## src/rtl/i2c_pkg.sv

```systemverilog
// Shared definitions for the I2C sensor master.
// Holds the FSM state encoding, the transfer-direction constants that go
// into the R/W bit, and the ACK/NACK levels seen on SDA.
package i2c_pkg;

    typedef enum logic [3:0] {
        ST_IDLE      = 4'd0,
        ST_START     = 4'd1,
        ST_ADDR      = 4'd2,
        ST_ADDR_ACK  = 4'd3,
        ST_WDATA     = 4'd4,
        ST_WDATA_ACK = 4'd5,
        ST_RDATA     = 4'd6,
        ST_MNACK     = 4'd7,
        ST_STOP      = 4'd8,
        ST_DONE      = 4'd9
    } i2c_state_e;

    localparam logic I2C_WRITE = 1'b0;
    localparam logic I2C_READ  = 1'b1;

    localparam logic ACK  = 1'b0;
    localparam logic NACK = 1'b1;

endpackage

```

## src/rtl/i2c_bit_timer.sv

```systemverilog
// Quarter-period timebase for the I2C master.
// A bit is four quarters q0..q3, each CLK_DIV system clocks long. The counter
// and phase sit at zero while run_i is low, so every transaction starts at q0.
// Optional feature macro: I2C_SCL_STRETCH_EN -- when defined, the counter
// holds during q2 while SCL is released by us but still reads low on the pad.
// Ports:
//   clock, rst      system clock, async active-high reset
//   run_i           timer enable (master is on the bus)
//   scl_oe_i        our SCL pull-down enable
//   scl_in_i        SCL pad sense
//   phase_o         current quarter (0..3)
//   quarter_end_o   last clock of the current quarter
//   bit_end_o       last clock of q3, i.e. end of a bit
module i2c_bit_timer #(
    parameter int CLK_DIV = 4,
    parameter int DIV_W   = 8
) (
    input  logic       clock,
    input  logic       rst,
    input  logic       run_i,
    input  logic       scl_oe_i,
    input  logic       scl_in_i,
    output logic [1:0] phase_o,
    output logic       quarter_end_o,
    output logic       bit_end_o
);

    localparam logic [DIV_W-1:0] TC = DIV_W'(CLK_DIV - 1);

    logic [DIV_W-1:0] cnt_q, cnt_d;
    logic [1:0]       phase_q, phase_d;
    logic             hold;

`ifdef I2C_SCL_STRETCH_EN
    // A slave is stretching: we let SCL go but the wire stays low.
    assign hold = (phase_q == 2'd2) && !scl_oe_i && !scl_in_i;
`else
    logic unused_pads;
    assign unused_pads = scl_oe_i ^ scl_in_i;
    assign hold        = 1'b0;
`endif

    assign quarter_end_o = run_i && !hold && (cnt_q == TC);
    assign bit_end_o     = quarter_end_o && (phase_q == 2'd3);
    assign phase_o       = phase_q;

    always_comb begin
        cnt_d   = cnt_q;
        phase_d = phase_q;
        if (!run_i) begin
            cnt_d   = '0;
            phase_d = 2'd0;
        end else if (quarter_end_o) begin
            cnt_d   = '0;
            phase_d = phase_q + 2'd1;
        end else if (!hold) begin
            cnt_d = cnt_q + DIV_W'(1);
        end
    end

    always_ff @(posedge clock or posedge rst) begin
        if (rst) begin
            cnt_q   <= '0;
            phase_q <= 2'd0;
        end else begin
            cnt_q   <= cnt_d;
            phase_q <= phase_d;
        end
    end

endmodule

```

## src/rtl/i2c_sensor_master.sv

```systemverilog
// Single-byte I2C bus master for sensor access.
// One transaction per accepted start: write = addr+W then one control byte,
// read = addr+R then one data byte answered with a master NACK.
// Optional feature macro: I2C_SCL_STRETCH_EN (slave clock stretching, handled
// inside i2c_bit_timer).
// Ports:
//   clock, rst        system clock, async active-high reset
//   sensorAddr_I2C    7-bit slave address (sampled at accept)
//   writeVal_I2C      byte to write (sampled at accept)
//   mode_I2C          0 = write, 1 = read (sampled at accept)
//   start_I2C         request, looked at only in IDLE
//   readVal_I2C       last byte read
//   dataRdy_I2C       one-cycle completion strobe
//   busy              transaction in progress
//   ack_err           slave NACKed address or write data this transaction
//   scl_oe, sda_oe    open-drain pull-down enables
//   scl_in, sda_in    pad sense
//
// state        | meaning
// IDLE         | lines released, waiting for start
// START        | START condition (SDA falls while SCL high)
// ADDR         | shifting {addr, R/W}
// ADDR_ACK     | slave acknowledges address
// WDATA        | shifting write byte
// WDATA_ACK    | slave acknowledges write byte
// RDATA        | receiving read byte
// MNACK        | master NACK ends the read
// STOP         | STOP condition (SDA rises while SCL high)
// DONE         | one-cycle completion strobe
module i2c_sensor_master
    import i2c_pkg::*;
#(
    parameter int CLK_DIV = 4,
    parameter int DIV_W   = 8
) (
    input  logic       clock,
    input  logic       rst,
    input  logic [6:0] sensorAddr_I2C,
    input  logic [7:0] writeVal_I2C,
    input  logic       mode_I2C,
    input  logic       start_I2C,
    output logic [7:0] readVal_I2C,
    output logic       dataRdy_I2C,
    output logic       busy,
    output logic       ack_err,
    output logic       scl_oe,
    output logic       sda_oe,
    input  logic       scl_in,
    input  logic       sda_in
);

    i2c_state_e state_q, state_d;
    logic [2:0] bitcnt_q, bitcnt_d;
    logic [7:0] sh_q, sh_d;
    logic [7:0] data_q, data_d;
    logic       mode_q, mode_d;
    logic       ack_err_q, ack_err_d;
    logic [7:0] rdval_q, rdval_d;

    logic [1:0] phase;
    logic       quarter_end;
    logic       bit_end;
    logic       sample_en;
    logic       run;
    logic       scl_low;

    assign run       = (state_q != ST_IDLE) && (state_q != ST_DONE);
    assign sample_en = quarter_end && (phase == 2'd2);
    assign scl_low   = (phase == 2'd0) || (phase == 2'd1);

    i2c_bit_timer #(
        .CLK_DIV (CLK_DIV),
        .DIV_W   (DIV_W)
    ) u_bit_timer (
        .clock         (clock),
        .rst           (rst),
        .run_i         (run),
        .scl_oe_i      (scl_oe),
        .scl_in_i      (scl_in),
        .phase_o       (phase),
        .quarter_end_o (quarter_end),
        .bit_end_o     (bit_end)
    );

    always_comb begin
        state_d   = state_q;
        bitcnt_d  = bitcnt_q;
        sh_d      = sh_q;
        data_d    = data_q;
        mode_d    = mode_q;
        ack_err_d = ack_err_q;
        rdval_d   = rdval_q;
        case (state_q)
            ST_IDLE: begin
                if (start_I2C) begin
                    sh_d      = {sensorAddr_I2C, mode_I2C};
                    data_d    = writeVal_I2C;
                    mode_d    = mode_I2C;
                    ack_err_d = 1'b0;
                    bitcnt_d  = 3'd0;
                    state_d   = ST_START;
                end
            end
            ST_START: begin
                if (bit_end) state_d = ST_ADDR;
            end
            ST_ADDR: begin
                if (bit_end) begin
                    sh_d     = {sh_q[6:0], 1'b0};
                    bitcnt_d = bitcnt_q + 3'd1;
                    if (bitcnt_q == 3'd7) state_d = ST_ADDR_ACK;
                end
            end
            ST_ADDR_ACK: begin
                if (sample_en && sda_in == NACK) ack_err_d = 1'b1;
                // ack_err_q was updated at the q2 sample, well before bit_end.
                if (bit_end) begin
                    if (ack_err_q) begin
                        state_d = ST_STOP;
                    end else if (mode_q == I2C_WRITE) begin
                        sh_d    = data_q;
                        state_d = ST_WDATA;
                    end else begin
                        state_d = ST_RDATA;
                    end
                end
            end
            ST_WDATA: begin
                if (bit_end) begin
                    sh_d     = {sh_q[6:0], 1'b0};
                    bitcnt_d = bitcnt_q + 3'd1;
                    if (bitcnt_q == 3'd7) state_d = ST_WDATA_ACK;
                end
            end
            ST_WDATA_ACK: begin
                if (sample_en && sda_in != ACK) ack_err_d = 1'b1;
                if (bit_end) state_d = ST_STOP;
            end
            ST_RDATA: begin
                if (sample_en) sh_d = {sh_q[6:0], sda_in};
                if (bit_end) begin
                    bitcnt_d = bitcnt_q + 3'd1;
                    if (bitcnt_q == 3'd7) state_d = ST_MNACK;
                end
            end
            ST_MNACK: begin
                if (bit_end) begin
                    rdval_d = sh_q;
                    state_d = ST_STOP;
                end
            end
            ST_STOP: begin
                if (bit_end) state_d = ST_DONE;
            end
            ST_DONE: begin
                state_d = ST_IDLE;
            end
            default: begin
                state_d = ST_IDLE;
            end
        endcase
    end

    // Line drive is decoded straight from state/phase so a reset releases
    // both lines immediately.
    always_comb begin
        scl_oe = 1'b0;
        sda_oe = 1'b0;
        case (state_q)
            ST_START: begin
                scl_oe = (phase == 2'd3);
                sda_oe = (phase == 2'd2) || (phase == 2'd3);
            end
            ST_ADDR, ST_WDATA: begin
                scl_oe = scl_low;
                sda_oe = ~sh_q[7];
            end
            ST_ADDR_ACK, ST_WDATA_ACK, ST_RDATA, ST_MNACK: begin
                scl_oe = scl_low;
            end
            ST_STOP: begin
                scl_oe = scl_low;
                sda_oe = (phase != 2'd3);
            end
            default: begin
                scl_oe = 1'b0;
                sda_oe = 1'b0;
            end
        endcase
    end

    // busy includes the accept cycle so that back-to-back requests leave it
    // low only for the DONE cycle.
    assign busy        = run || ((state_q == ST_IDLE) && start_I2C);
    assign dataRdy_I2C = (state_q == ST_DONE);
    assign ack_err     = ack_err_q;
    assign readVal_I2C = rdval_q;

    always_ff @(posedge clock or posedge rst) begin
        if (rst) begin
            state_q   <= ST_IDLE;
            bitcnt_q  <= 3'd0;
            sh_q      <= 8'd0;
            data_q    <= 8'd0;
            mode_q    <= 1'b0;
            ack_err_q <= 1'b0;
            rdval_q   <= 8'd0;
        end else begin
            state_q   <= state_d;
            bitcnt_q  <= bitcnt_d;
            sh_q      <= sh_d;
            data_q    <= data_d;
            mode_q    <= mode_d;
            ack_err_q <= ack_err_d;
            rdval_q   <= rdval_d;
        end
    end

endmodule

```

## config.mk

```make
export PLATFORM = sky130hd
export DESIGN_NAME = i2c_sensor_master
export DESIGN_NICKNAME = d
export VERILOG_FILES = /design/src/rtl/i2c_pkg.sv /design/src/rtl/i2c_bit_timer.sv /design/src/rtl/i2c_sensor_master.sv
export SDC_FILE = /design/constraint.sdc
export NUM_CORES = 1
export LEC_CHECK = 0
export ABC_AREA = 1
export BUFFER_PORTS_ARGS = -buffer_cell sky130_fd_sc_hd__buf_2
export CORE_UTILIZATION = 60
export DETAILED_ROUTE_END_ITERATION = 7
export PLACE_DENSITY_LB_ADDON = 0.05
export SYNTH_ARGS = -nofsm -noshare
export SYNTH_HDL_FRONTEND = slang
export SYNTH_SLANG_ARGS = --single-unit
export TNS_END_PERCENT = 30
```

## constraint.sdc

```tcl
create_clock -name clock -period 4 [get_ports clock]
set_input_delay 0.6 -clock clock [delete_from_list [all_inputs] [get_ports clock]]
set_output_delay 0.6 -clock clock [all_outputs]
set_load 0.03 [all_outputs]
```

**Yosys cells after proc, flatten, opt, wreduce, memory -nomap -nowiden**

Index checks and enable logic that the tools add are counted.

- Register bits: 43
- Bits in latches: 0
- Memory bits (writable): 0
- Memory bits (read-only): 0
- Input bits: 21
- Output and inout port bits: 13
- Logic and storage cells: 106
- Memories kept: 0

- Add/subtract/negate cells: 3
- Multipliers: 0
- Div/mod/pow operators: 0
- Order comparisons: 0
- Eq/ne operators: 34
- Shifts and indexed selects: 0
- Muxes and demuxes: 33
- Bitwise gates (word level): 1
- Reduce and logical (&&, ||, !) cells: 26

Operator list:

| operator | number |
|---|---|
| two-way mux 8 bit | 8 |
| two-way mux 4 bit | 12 |
| one-hot mux 4 bit (8 select lines) | 1 |
| one-hot mux 8 bit (4 select lines) | 1 |
| inequality test 2 bit, second input constant | 15 |
| == test 4 x 3 -> 1 bit, second input constant | 4 |
| AND reduction 11 bit | 1 |
| adder 8 x 1 -> 8 bit, second input constant | 1 |
| == test 4 x 2 -> 1 bit, second input constant | 2 |
| == test 4 bit, second input constant | 2 |
| == test 8 x 2 -> 1 bit, second input constant | 1 |
| inequality test 2 x 1 -> 1 bit, second input constant | 4 |
| nonzero test 4 bit | 2 |
| AND reduction 7 bit | 1 |
| OR reduction 7 bit | 1 |
| logical AND 1 bit | 6 |
| two-way mux 2 bit | 3 |
| two-way mux 3 bit | 2 |
| one-hot mux 3 bit (2 select lines) | 1 |
| AND reduction 3 bit | 2 |
| OR reduction 2 bit | 3 |
| == test 2 bit, second input constant | 2 |
| == test 4 x 1 -> 1 bit, second input constant | 1 |
| logical NOT 4 bit | 1 |
| 14 further kinds | 20 |

**Longest topological paths before layout**

Gate-level depths: netlist of run 1.

- Depth after elaboration: 7
- Depth in mapped cells: 10
- Gate-level depth less buffers: 9

**Modules after synthesis**

A second synthesis of run 1 with hierarchy kept.

- Cells, all modules: 315
- Area total of the unflattened synthesis: 2472.4 um2

Modules (own cells, without submodules):

| module | instances | cells each | area an instance (um2) |
|---|---|---|---|
| i2c_sensor_master | 1 | 240 | 1918.1 |
| i2c_bit_timer | 1 | 75 | 554.3 |

**Worst setup path before layout of run 1**

No wires, ideal clock.

- Path type: register to output
- From: reg state_q[0]
- To: out sda_oe
- Data arrival time: 1.363 ns
- Required time: 3.400 ns
- Slack: 2.037 ns
- Cell stages (with the launch flop): 5
- Cell sequence: dfrtp_1 > buf_2 > nor2_2 > nand3_1 > o221ai_1

- Longest elaborated chain between the ends: 3
- Elaborated cells between the ends (all ways): 6

RTL lines:

| what | line | source |
|---|---|---|
| from (decl) | i2c_sensor_master.sv:52 | `i2c_state_e state_q, state_d;` |
| from (signal assigned) | i2c_sensor_master.sv:209 | `state_q <= state_d;` |
| == test 4 x 2 -> 1 bit or == test 4 x 3 -> 1 bit (tied branches) | i2c_sensor_master.sv:169 | `case (state_q)` |
| OR reduction 2 bit (no source line) | -- |  |
| one-hot mux 1 bit (3 select lines) (*) | i2c_sensor_master.sv:169 |  |
| to (decl) | i2c_sensor_master.sv:47 | `output logic sda_oe,` |

Every way passes the cells marked *; elsewhere a longest branch is shown, timed or not.

**Worst setup path after layout of run 1**

- From: reg state_q[0]
- To: out busy

- Longest elaborated chain between the ends: 3
- Elaborated cells between the ends (all ways): 6

RTL lines:

| what | line | source |
|---|---|---|
| inequality test 4 bit (tied with other cells) | i2c_sensor_master.sv:67 | `assign run = (state_q != ST_IDLE) && (state_q != ST_DONE);` |
| logical AND 1 bit, on equally long branches | i2c_sensor_master.sv:67, i2c_sensor_master.sv:194 |  |
| logical OR 1 bit (*) | i2c_sensor_master.sv:194 | `assign busy = run \|\| ((state_q == ST_IDLE) && start_I2C);` |
| to (decl) | i2c_sensor_master.sv:44 | `output logic busy,` |

Marks and branches as above.

==> results of run 1 <==
per-layer routing:
layer / track usage [%] / wire length (um) / vias up
met1: 34.0 / 2160 / 908
met3: 4.69 / 243 / 8
met5: 0 / 0 / -
met2: 41.2 / 2100 / 53
met4: 8.15 / 74 / 0
li1: - / - / 1091
worst max path at each step:
stage / from / endpoint
after floorplan: state_q[0] / sda_oe
after global placement: state_q[0] / busy
after detailed placement: state_q[0] / busy
after CTS: state_q[0] / busy
after global routing: state_q[0] / busy
final: state_q[0] / busy
layout by cell type, fill, tap and decap left out, types with 3 or more instances in the layout:
cell      synthesis  final
inv_1            31     31
nand2_4           3      3
inv_2             4      4
clkbuf_8          0      6
buf_2             3     32
nand4_1           8      8
nor2_1           25     25
nand2_2           7      7
nand2_1         125    125
nor3b_1           3      3
o21ai_0           9      9
dfrtp_1          43     43
ha_1              7      7
a21oi_1           4      4
nand3_1          28     28
cells in the mapped netlist (2+ instances only):
cell type	instances	area (um^2)
o22ai_1	2	12.5
nand2_4	3	33.8
nand2_1	125	469
nand4_1	8	50.1
nor2_1	25	93.8
nand2_2	7	43.8
buf_2	3	15.0
xnor2_1	2	17.5
nor3b_1	3	22.5
ha_1	7	87.6
nand3_4	2	35.0
nor3_1	2	10.0
a21oi_1	4	20.0
inv_2	4	15.0
o21ai_0	9	45.0
dfrtp_1	43	1080
inv_1	31	116
nor2_2	2	12.5
nand3_1	28	140
power breakdown:
| group | leakage [nW] | internal, mW | switching, mW |
|---|---|---|---|
| Combinational | 0.900 | 0.293 | 0.587 |
| Clock | 0.0612 | 0.202 | 0.146 |
| Sequential | 0.567 | 0.561 | 0.113 |
sequential cells by signal (all words and copies together), names as in the netlist:
signal and count:
data_q 8, readVal_I2C 8, sh_q 8, u_bit_timer.cnt_q 8, state_q 4, bitcnt_q 3
u_bit_timer.phase_o 2, ack_err 1, mode_q 1
logic make-up after synthesis:
group,Yosys count,synth area share [%]
buffers and inverters,38,6.07
AO/OA/AOI/OAI,21,5.40
XOR/XNOR,2,0.727
adder cells (fa/ha/maj),7,3.63
AND/OR/NAND/NOR,208,39.5
flip-flops,43,44.7
layout make-up:
| type | count | area [um^2] |
|---|---|---|
| Clock buffer | 6 | 82.6 |
| Clock inverter | 2 | 35.0 |
| Fill cell | 326 | 1000 |
| Inverter | 35 | 131 |
| Multi-Input combinational cell | 238 | 1190 |
| Sequential cell | 43 | 1080 |
| Tap cell | 48 | 60.1 |
| Timing Repair Buffer | 33 | 168 |
==> results by group, run 1 <==
Status
  • Status: complete, no violations

Synthesis
  • Cell variety after synth: 28
  • Sequential fraction of the synthesis area: 44.7%
  • Average size of a mapped cell: 7.55 um^2
  • #FFs+latches synth: 43
  • Post-synth EDFFs: 0
  • Ys Warns: 0
  • Async S/R FF share, synth: 100%
  • Most used DFF post-synth: dfrtp_1
  • Syn Std Cell Area: 2410 um^2
  • Syn Nets: 347
  • Syn Inst Count: 319

Floorplanning
  • Io pins: 34
  • Core area: 3740 um^2
  • Initial Util: 64.4%
  • Die height: 65.4 um
  • DIE AREA: 4270 um^2
  • Core Rows: 22
  • Die Wd: 65.4 um

Cells and area
  • Non-Filler Instances: 405
  • Ant. Diodes: 0
  • Layout net count: 384
  • Synth-to-Final Area Change: 13.7%
  • Design Area, Final: 2740 um^2
  • Util after Layout: 73.2%
  • Layout cells sized above 1: 17.6%

Pwr
  • Total Power: 1.90 mW
  • Leak pwr: 1.53 nW
  • P per Cell Area: 695 nW/um^2
  • Maximum vdd ir drop: 0.443 mV

CTS
  • Clock slew at reported path FFs: 0.08 ns
  • H-Tree Depth: 2
  • Clock root cell: clkbuf_8
  • Worst-Skew Late Latency: 0.30 ns
  • Post_cts resized: 0
  • Hold Buf Count CTS: 0
  • Postcts setup bufs: 0
  • CTS tree: done
  • TritonCTS buffer count: 5
  • CTS max path bufs: 2
  • Clock sinks: 43

Routing
  • Vias per cell: 5.09
  • Vias: 2,060
  • Post-route ant nets: 0
  • WL/cell: 11.3 um
  • Drt pass-1 iters: 4
  • DRC: 0
  • Detailed Route Iter0 Violations: 167
  • Drt total wl: 4580 um

Worst setup path
  • Reg-to-Reg End: bitcnt_q[2]
  • CP max-delay cell: dfrtp_1
  • Worst path cell trace: inv_1 > nand2_2 > nor2_1 > nand2_1 > nand2_1 > buf_2
  • WP buf/inv: 2
  • Top cell by count, worst path: nand2_1
  • Worst path max stage delay: 0.49 ns
  • Reg2reg setup slack: 2.04 ns
  • Origin of the critical flop-to-flop path: state_q[0]
  • Delay-heaviest family, CP: simple AND/OR/NAND/NOR gates
  • Crit path kind: reg2out
  • Worst Path Required: 3.40 ns
  • Critical path peak fanout: 12
  • R2R cell count: 8
  • Critical path depth in cells: 6
  • Worst Path Arrival: 1.91 ns
  • CP Launch Type: register
  • Crit. End Element: primary output

STA
  • Final setup viols: 0
  • Final worst-path cycle share: 62.8%
  • Tightest Pin Transition: 0.776 ns
  • RSZ-0062 raised after global routing: no
  • Fin Setup TNS: 0 ns
  • Hold slack final: 0.428 ns
  • Fmax: 398 MHz
  • Worst Slack Setup Final: 1.49 ns
  • Final hold violation count: 0
  • Tmin final: 2.51 ns
  • Max-slew headroom: 48.2%
  • Max-slew violations: 0
  • Setup Skew: 0.00734 ns

Hold path
  • Worst min-delay path class: in2async

Placement
  • Post-place setup slack: 1.83 ns
  • Dpl cell area: 2620 um^2
  • DP Cell Count: 397
  • Hpwl dp: 3540 um
  • PortBufs: 32
  • Final GP Congestion: 0.948

GRT
  • First-pass GRT wire length: 8220 um
  • Antenna violations before repair: 0
  • Largest net degree at the start of global routing: 24
  • Vias in the first global route: 1,878
  • Grt ovf: 0
  • GR Util All Layers: 25.3%

Run
  • MaxCap Viol Count: 0
Power figures use the tool's default switching activity.
==> run 2, diff against run 1 <==
--- a/config.mk
+++ b/config.mk
@@ -7,7 +7,7 @@
 export LEC_CHECK = 0
 export ABC_AREA = 1
 export BUFFER_PORTS_ARGS = -buffer_cell sky130_fd_sc_hd__buf_2
-export CORE_UTILIZATION = 60
+export CORE_UTILIZATION = 57
 export DETAILED_ROUTE_END_ITERATION = 7
 export PLACE_DENSITY_LB_ADDON = 0.05
 export SYNTH_ARGS = -nofsm -noshare
==> constraint.sdc (replaced) <==
create_clock -name clock -period 2.37 [get_ports clock]
set_input_delay 0.3555 -clock clock [delete_from_list [all_inputs] [get_ports clock]]
set_output_delay 0.3555 -clock clock [all_outputs]
set_load 0.03 [all_outputs]
==> run 2 against run 1 <==
Compared with the run above: register-to-register slack worse by 1.4 ns; worst setup slack worse by 1.2 ns; hold slack worse by 0.25 ns; via count down 0.68%; die area up 5.1%; sequential share of layout area down 0.36 points; largest power group unchanged.
==> results by group, run 2 (synthesis results as in run 1) <==
CTS
  • Post_cts resized: 0 (unchanged)
  • CTS max path bufs: 2 (unchanged)
  • Hold Buf Count CTS: 0 (unchanged)
  • Worst-Skew Late Latency: 0.30 ns (about the same)
  • Clock root cell: clkbuf_8
  • H-Tree Depth: 2 (unchanged)
  • CTS tree: done
  • TritonCTS buffer count: 5 (unchanged)
  • Clock sinks: 43 (unchanged)
  • Clock slew at reported path FFs: 0.08 ns (about the same)
  • Postcts setup bufs: 0 (unchanged)

Floorplanning
  • DIE AREA: 4490 um^2 (+5.1%)
  • Die Wd: 67.0 um (+2.5%)
  • Core area: 4030 um^2 (+7.6%)
  • Core Rows: 23 (+4.5%)
  • Die height: 67.0 um (+2.5%)
  • Initial Util: 59.8% (-4.6 points)
  • Io pins: 34 (unchanged)

Pwr
  • Pint: 1.87 mW (+77%)
  • Sw power: 1.44 mW (+70%)
  • Sequential power share: 34.3% (-1.1 points)
  • P per Cell Area: 1200 nW/um^2 (+72%)
  • Maximum vdd ir drop: 0.694 mV (+57%)
  • Sw Ratio: 43.5% (-1.0 points)
  • Leak pwr: 1.54 nW (+0.56%)
  • Total Power: 3.31 mW (+74%)
  • Clk pwr share: 20.1% (+1.8 points)
  • Comb power frac: 45.5% (-0.8 points)

STA
  • Max-slew headroom: 59.2% (+11 points)
  • Tmin final: 2.04 ns
  • Final setup viols: 0 (unchanged)
  • RSZ-0062 raised after global routing: no
  • Tightest Pin Transition: 0.606 ns (-0.170 ns)
  • Fmax: 491 MHz
  • Setup Skew: 0.00663 ns (-0.000713 ns)
  • Max-slew violations: 0 (unchanged)
  • Fin Setup TNS: 0 ns (unchanged)
  • Final hold violation count: 0 (unchanged)
  • Hold slack final: 0.182 ns (-0.246 ns)
  • Worst Slack Setup Final: 0.334 ns (-1.15 ns)
  • Final worst-path cycle share: 85.9%

Routing
  • Drt total wl: 4590 um (+0.22%)
  • Post-route ant nets: 0 (unchanged)
  • Drt pass-1 iters: 4 (unchanged)
  • Detailed Route Iter0 Violations: 99 (-41%)
  • Vias: 2,046 (-0.68%)
  • WL/cell: 11.3 um (-0.52%)
  • DRC: 0 (unchanged)
  • Vias per cell: 5.01 (-1.4%)

Cells and area
  • Util after Layout: 68.6% (-4.6 points)
  • Most common cell after layout, fill and taps aside: nand2_1
  • Layout cells sized above 1: 17.6% (-0.049 points)
  • Commonest non-fill, non-tap cells in the layout: nand2_1, dfrtp_1, buf_2
  • Design Area, Final: 2770 um^2 (+0.91%)
  • Synth-to-Final Area Change: 14.7%
  • Non-Filler Instances: 408 (+0.74%)
  • Layout net count: 385 (+0.26%)
  • Ant. Diodes: 0 (unchanged)

Worst setup path
  • Critical path peak fanout: 9 (-3)
  • Worst Path Required: 2.01 ns (-1.39 ns)
  • Origin of the critical flop-to-flop path: u_bit_timer.cnt_q[0]
  • Critical path depth in cells: 4 (-2)
  • CP max-delay cell: dfrtp_1
  • Crit path kind: reg2out
  • CP Launch Point: state_q[3]
  • R2R cell count: 8 (unchanged)
  • Worst Path Arrival: 1.68 ns (-0.23 ns)
  • Worst path cell trace: nor2_4 > nand3_1 > o221ai_1 > buf_2
  • Worst path max stage delay: 0.48 ns (about the same)
  • WP buf/inv: 1 (-1)
  • CP Launch Type: register
  • Crit. End Element: primary output
  • Delay-heaviest family, CP: flip-flops
  • Reg2reg setup slack: 0.65 ns (-1.39 ns)
  • Reg-to-Reg End: readVal_I2C[7]
  • Critical Path End: sda_oe

GRT
  • Antenna violations before repair: 0 (unchanged)
  • Vias in the first global route: 1,792 (-4.6%)
  • Largest net degree at the start of global routing: 44 (+83%)
  • Grt ovf: 0 (unchanged)
  • First-pass GRT wire length: 7520 um (-8.5%)
  • GR Util All Layers: 22.5% (-2.8 points)

Placement
  • Final GP Congestion: 0.922 (-2.7%)
  • PortBufs: 32 (unchanged)
  • Hpwl dp: 3490 um (-1.6%)
  • Post-place setup slack: 0.660 ns (-1.17 ns)
  • DP Cell Count: 400 (+0.76%)
  • Dpl cell area: 2630 um^2 (+0.38%)

Status
  • Status: complete, no violations

Hold path
  • Worst min-delay path class: in2async

Run
  • MaxCap Viol Count: 0 (unchanged)
## run 2: final cells by class
class | instances | area [um^2]
clock inverter | 2 | 60.1
clock buffer | 6 | 72.6
fill | 381 | 1260
sequential | 43 | 1080
timing repair buffer | 34 | 175
tap | 50 | 62.6
multi-input combinational | 238 | 1190
inverter | 35 | 131
## run 2: layer usage
metal,global-route usage [%],up-vias,wire [um]
li1,-,1091,-
met1,28.3,909,2170
met2,38.0,41,2180
met3,4.11,5,195
met4,7.98,0,54
met5,0,-,0
## run 2: worst register-to-register path: stages (launching register included)
cell	delay (ns)
dfrtp_1	0.38
ha_1	0.21
nand2_1	0.08
nor2_1	0.33
nand3_4	0.18
inv_2	0.19
nand2_4	0.10
nand2_1	0.09
nand2_1	0.05
## run 2: worst min path at each step
stage                     depth (start not counted)                    to                  from
after detailed placement                          2        readVal_I2C[0]        readVal_I2C[0]
after floorplan                                   1  u_bit_timer.cnt_q[0]  u_bit_timer.cnt_q[0]
after CTS                                         3  u_bit_timer.cnt_q[5]                   rst
after global routing                              3        readVal_I2C[7]                   rst
after global placement                            2        readVal_I2C[1]        readVal_I2C[1]
final                                             3        readVal_I2C[7]                   rst
## run 2: power by group through the flow
stage / combinational (mW) / clock (mW) / sequential [mW]
finish: 1.51 / 0.666 / 1.14
global route: 1.71 / 0.702 / 1.17
CTS: 1.51 / 0.684 / 1.13
detailed placement: 1.51 / 0 / 1.15
global placement: 1.48 / 0 / 1.15
floorplan: 1.26 / 0 / 1.08
==> run 3, diff against run 2 <==
--- a/config.mk
+++ b/config.mk
@@ -8,6 +8,7 @@
 export ABC_AREA = 1
 export BUFFER_PORTS_ARGS = -buffer_cell sky130_fd_sc_hd__buf_2
 export CORE_UTILIZATION = 57
+export CTS_BUF_LIST = sky130_fd_sc_hd__clkbuf_4 sky130_fd_sc_hd__clkbuf_8 sky130_fd_sc_hd__clkbuf_16
 export DETAILED_ROUTE_END_ITERATION = 7
 export PLACE_DENSITY_LB_ADDON = 0.05
 export SYNTH_ARGS = -nofsm -noshare
==> run 3 against run 2 <==
Compared with the run above: cell count unchanged; clock power increased by 2%; sequential power about the same; fmax hardly changed; via count unchanged; register-to-register slack about the same; final area is 0.14% higher; total power increased by 0.35%; largest power group unchanged; non-clock buffer count unchanged.
==> results by group, run 3 (synthesis results as in run 1) <==
Status
  • Status: complete, no violations

CTS
  • Worst-Skew Late Latency: 0.30 ns (about the same)
  • Post_cts resized: 0 (unchanged)
  • Clock root cell: clkbuf_8
  • TritonCTS buffer count: 5 (unchanged)
  • Clock slew at reported path FFs: 0.08 ns (about the same)
  • H-Tree Depth: 2 (unchanged)
  • Hold Buf Count CTS: 0 (unchanged)
  • Clock sinks: 43 (unchanged)
  • Postcts setup bufs: 0 (unchanged)
  • CTS tree: done
  • CTS max path bufs: 2 (unchanged)

STA
  • Worst Slack Setup Final: 0.334 ns (-0.000221 ns)
  • Max-slew violations: 0 (unchanged)
  • Final worst-path cycle share: 85.9% (about the same)
  • Tmin final: 2.04 ns (+0.000221 ns)
  • Max-slew headroom: 59.2% (unchanged)
  • Fmax: 491 MHz (about the same)
  • Fin Setup TNS: 0 ns (unchanged)
  • Final hold violation count: 0 (unchanged)
  • Setup Skew: 0.00679 ns (+0.000158 ns)
  • RSZ-0062 raised after global routing: no
  • Tightest Pin Transition: 0.606 ns (unchanged)
  • Final setup viols: 0 (unchanged)

Cells and area
  • Layout cells sized above 1: 17.9% (+0.28 points)
  • Most common cell after layout, fill and taps aside: nand2_1
  • Synth-to-Final Area Change: 14.9%
  • Commonest non-fill, non-tap cells in the layout: nand2_1, dfrtp_1, buf_2
  • Ant. Diodes: 0 (unchanged)
  • Layout net count: 385 (unchanged)
  • Layout filler cell count: 381 (unchanged)

Worst setup path
  • Worst Path Arrival: 1.68 ns (about the same)
  • Crit path kind: reg2out
  • CP Launch Type: register
  • Crit. End Element: primary output
  • Critical path peak fanout: 9 (unchanged)
  • Worst Path Required: 2.01 ns (about the same)

Routing
  • Post-route ant nets: 0 (unchanged)
  • WL/cell: 11.3 um (unchanged)
  • Vias: 2,046 (unchanged)
  • Vias per cell: 5.01 (unchanged)
  • Detailed Route Iter0 Violations: 99 (unchanged)
  • Drt pass-1 iters: 4 (unchanged)
  • Drt total wl: 4590 um (unchanged)
  • DRC: 0 (unchanged)

GRT
  • Vias in the first global route: 1,792 (unchanged)
  • Grt ovf: 0 (unchanged)
  • First-pass GRT wire length: 7520 um (unchanged)
  • Largest net degree at the start of global routing: 44 (unchanged)
  • Antenna violations before repair: 0 (unchanged)
  • GR Util All Layers: 22.5% (unchanged)

Floorplanning
  • DIE AREA: 4490 um^2 (unchanged)
  • Core area: 4030 um^2 (unchanged)
  • Io pins: 34 (unchanged)
  • Initial Util: 59.8% (unchanged)
  • Die Wd: 67.0 um (unchanged)
  • Die height: 67.0 um (unchanged)
  • Core Rows: 23 (unchanged)

Run
  • MaxCap Viol Count: 0 (unchanged)

Pwr
  • P per Cell Area: 1200 nW/um^2 (+0.21%)
  • Maximum vdd ir drop: 0.694 mV (about the same)
  • Leak pwr: 1.54 nW (+0.22%)

Placement
  • Post-place setup slack: 0.660 ns (unchanged)
  • PortBufs: 32 (unchanged)
  • Hpwl dp: 3490 um (unchanged)
  • Final GP Congestion: 0.922 (unchanged)

Hold path
  • Worst min-delay path class: in2async
==> run 3: metrics by stage <==
stage | instances | total power, mW | cell area [um^2] | hold WS [ns] | util [%]
floorplan | 319 | 2.34 | 2410 | 0.433 | -
CTS | 408 | 3.34 | 2770 | 0.205 | 68.7
global route | 408 | 3.59 | 2770 | 0.243 | 68.7
detailed placement | 400 | 2.65 | 2630 | 0.454 | 65.3
global placement | 400 | 2.63 | 2630 | 0.449 | 65.3
finish | 408 | 3.32 | 2770 | 0.181 | 68.7
==> run 3: worst paths after layout <==
check                                     startpoint                   end  slack [ns]  depth (start not counted)
worst max-delay path                      state_q[3]                sda_oe        0.33                          4
worst min-delay path                             rst        readVal_I2C[7]        0.18                          3
worst max register to register  u_bit_timer.cnt_q[0]        readVal_I2C[7]        0.65                          8
worst min register to register  u_bit_timer.cnt_q[0]  u_bit_timer.cnt_q[0]        0.46                          1
max in group asynchronous                        rst             data_q[3]        1.82                          3
min in group clock                   writeVal_I2C[0]             data_q[0]        0.25                          3
==> run 3: layout make-up <==
class | instances | area, um^2 | share of cell area, %
repair buffers | 34 | 175 | 6.33
clock inverters | 2 | 60.1 | 2.17
clock buffers | 6 | 76.3 | 2.76
inverters | 35 | 131 | 4.74
flip-flops and latches | 43 | 1080 | 38.9
multi-input cells | 238 | 1190 | 42.9
well taps | 50 | 62.6 | 2.26
==> run 3: critical path, cell delays in order, from the launching register on <==
cell and delay (ns):
dfrtp_1 0.48, nor2_4 0.26, nand3_1 0.17, o221ai_1 0.24, buf_2 0.24
==> run 3: power by group <==
part	internal (mW)	leakage [nW]	switching, mW
Sequential	0.947	0.567	0.189
Clock	0.433	0.0688	0.245
Combinational	0.502	0.904	1.00
==> run 3: metal layers <==
| metal | vias to the layer above | share of wire (%) | track usage (%) |
|---|---|---|---|
| met5 | - | 0 | 0 |
| met4 | 0 | 1.2 | 7.98 |
| met3 | 5 | 4.2 | 4.11 |
| met2 | 41 | 47 | 38.0 |
| met1 | 909 | 47 | 28.3 |
| li1 | 1091 | - | - |
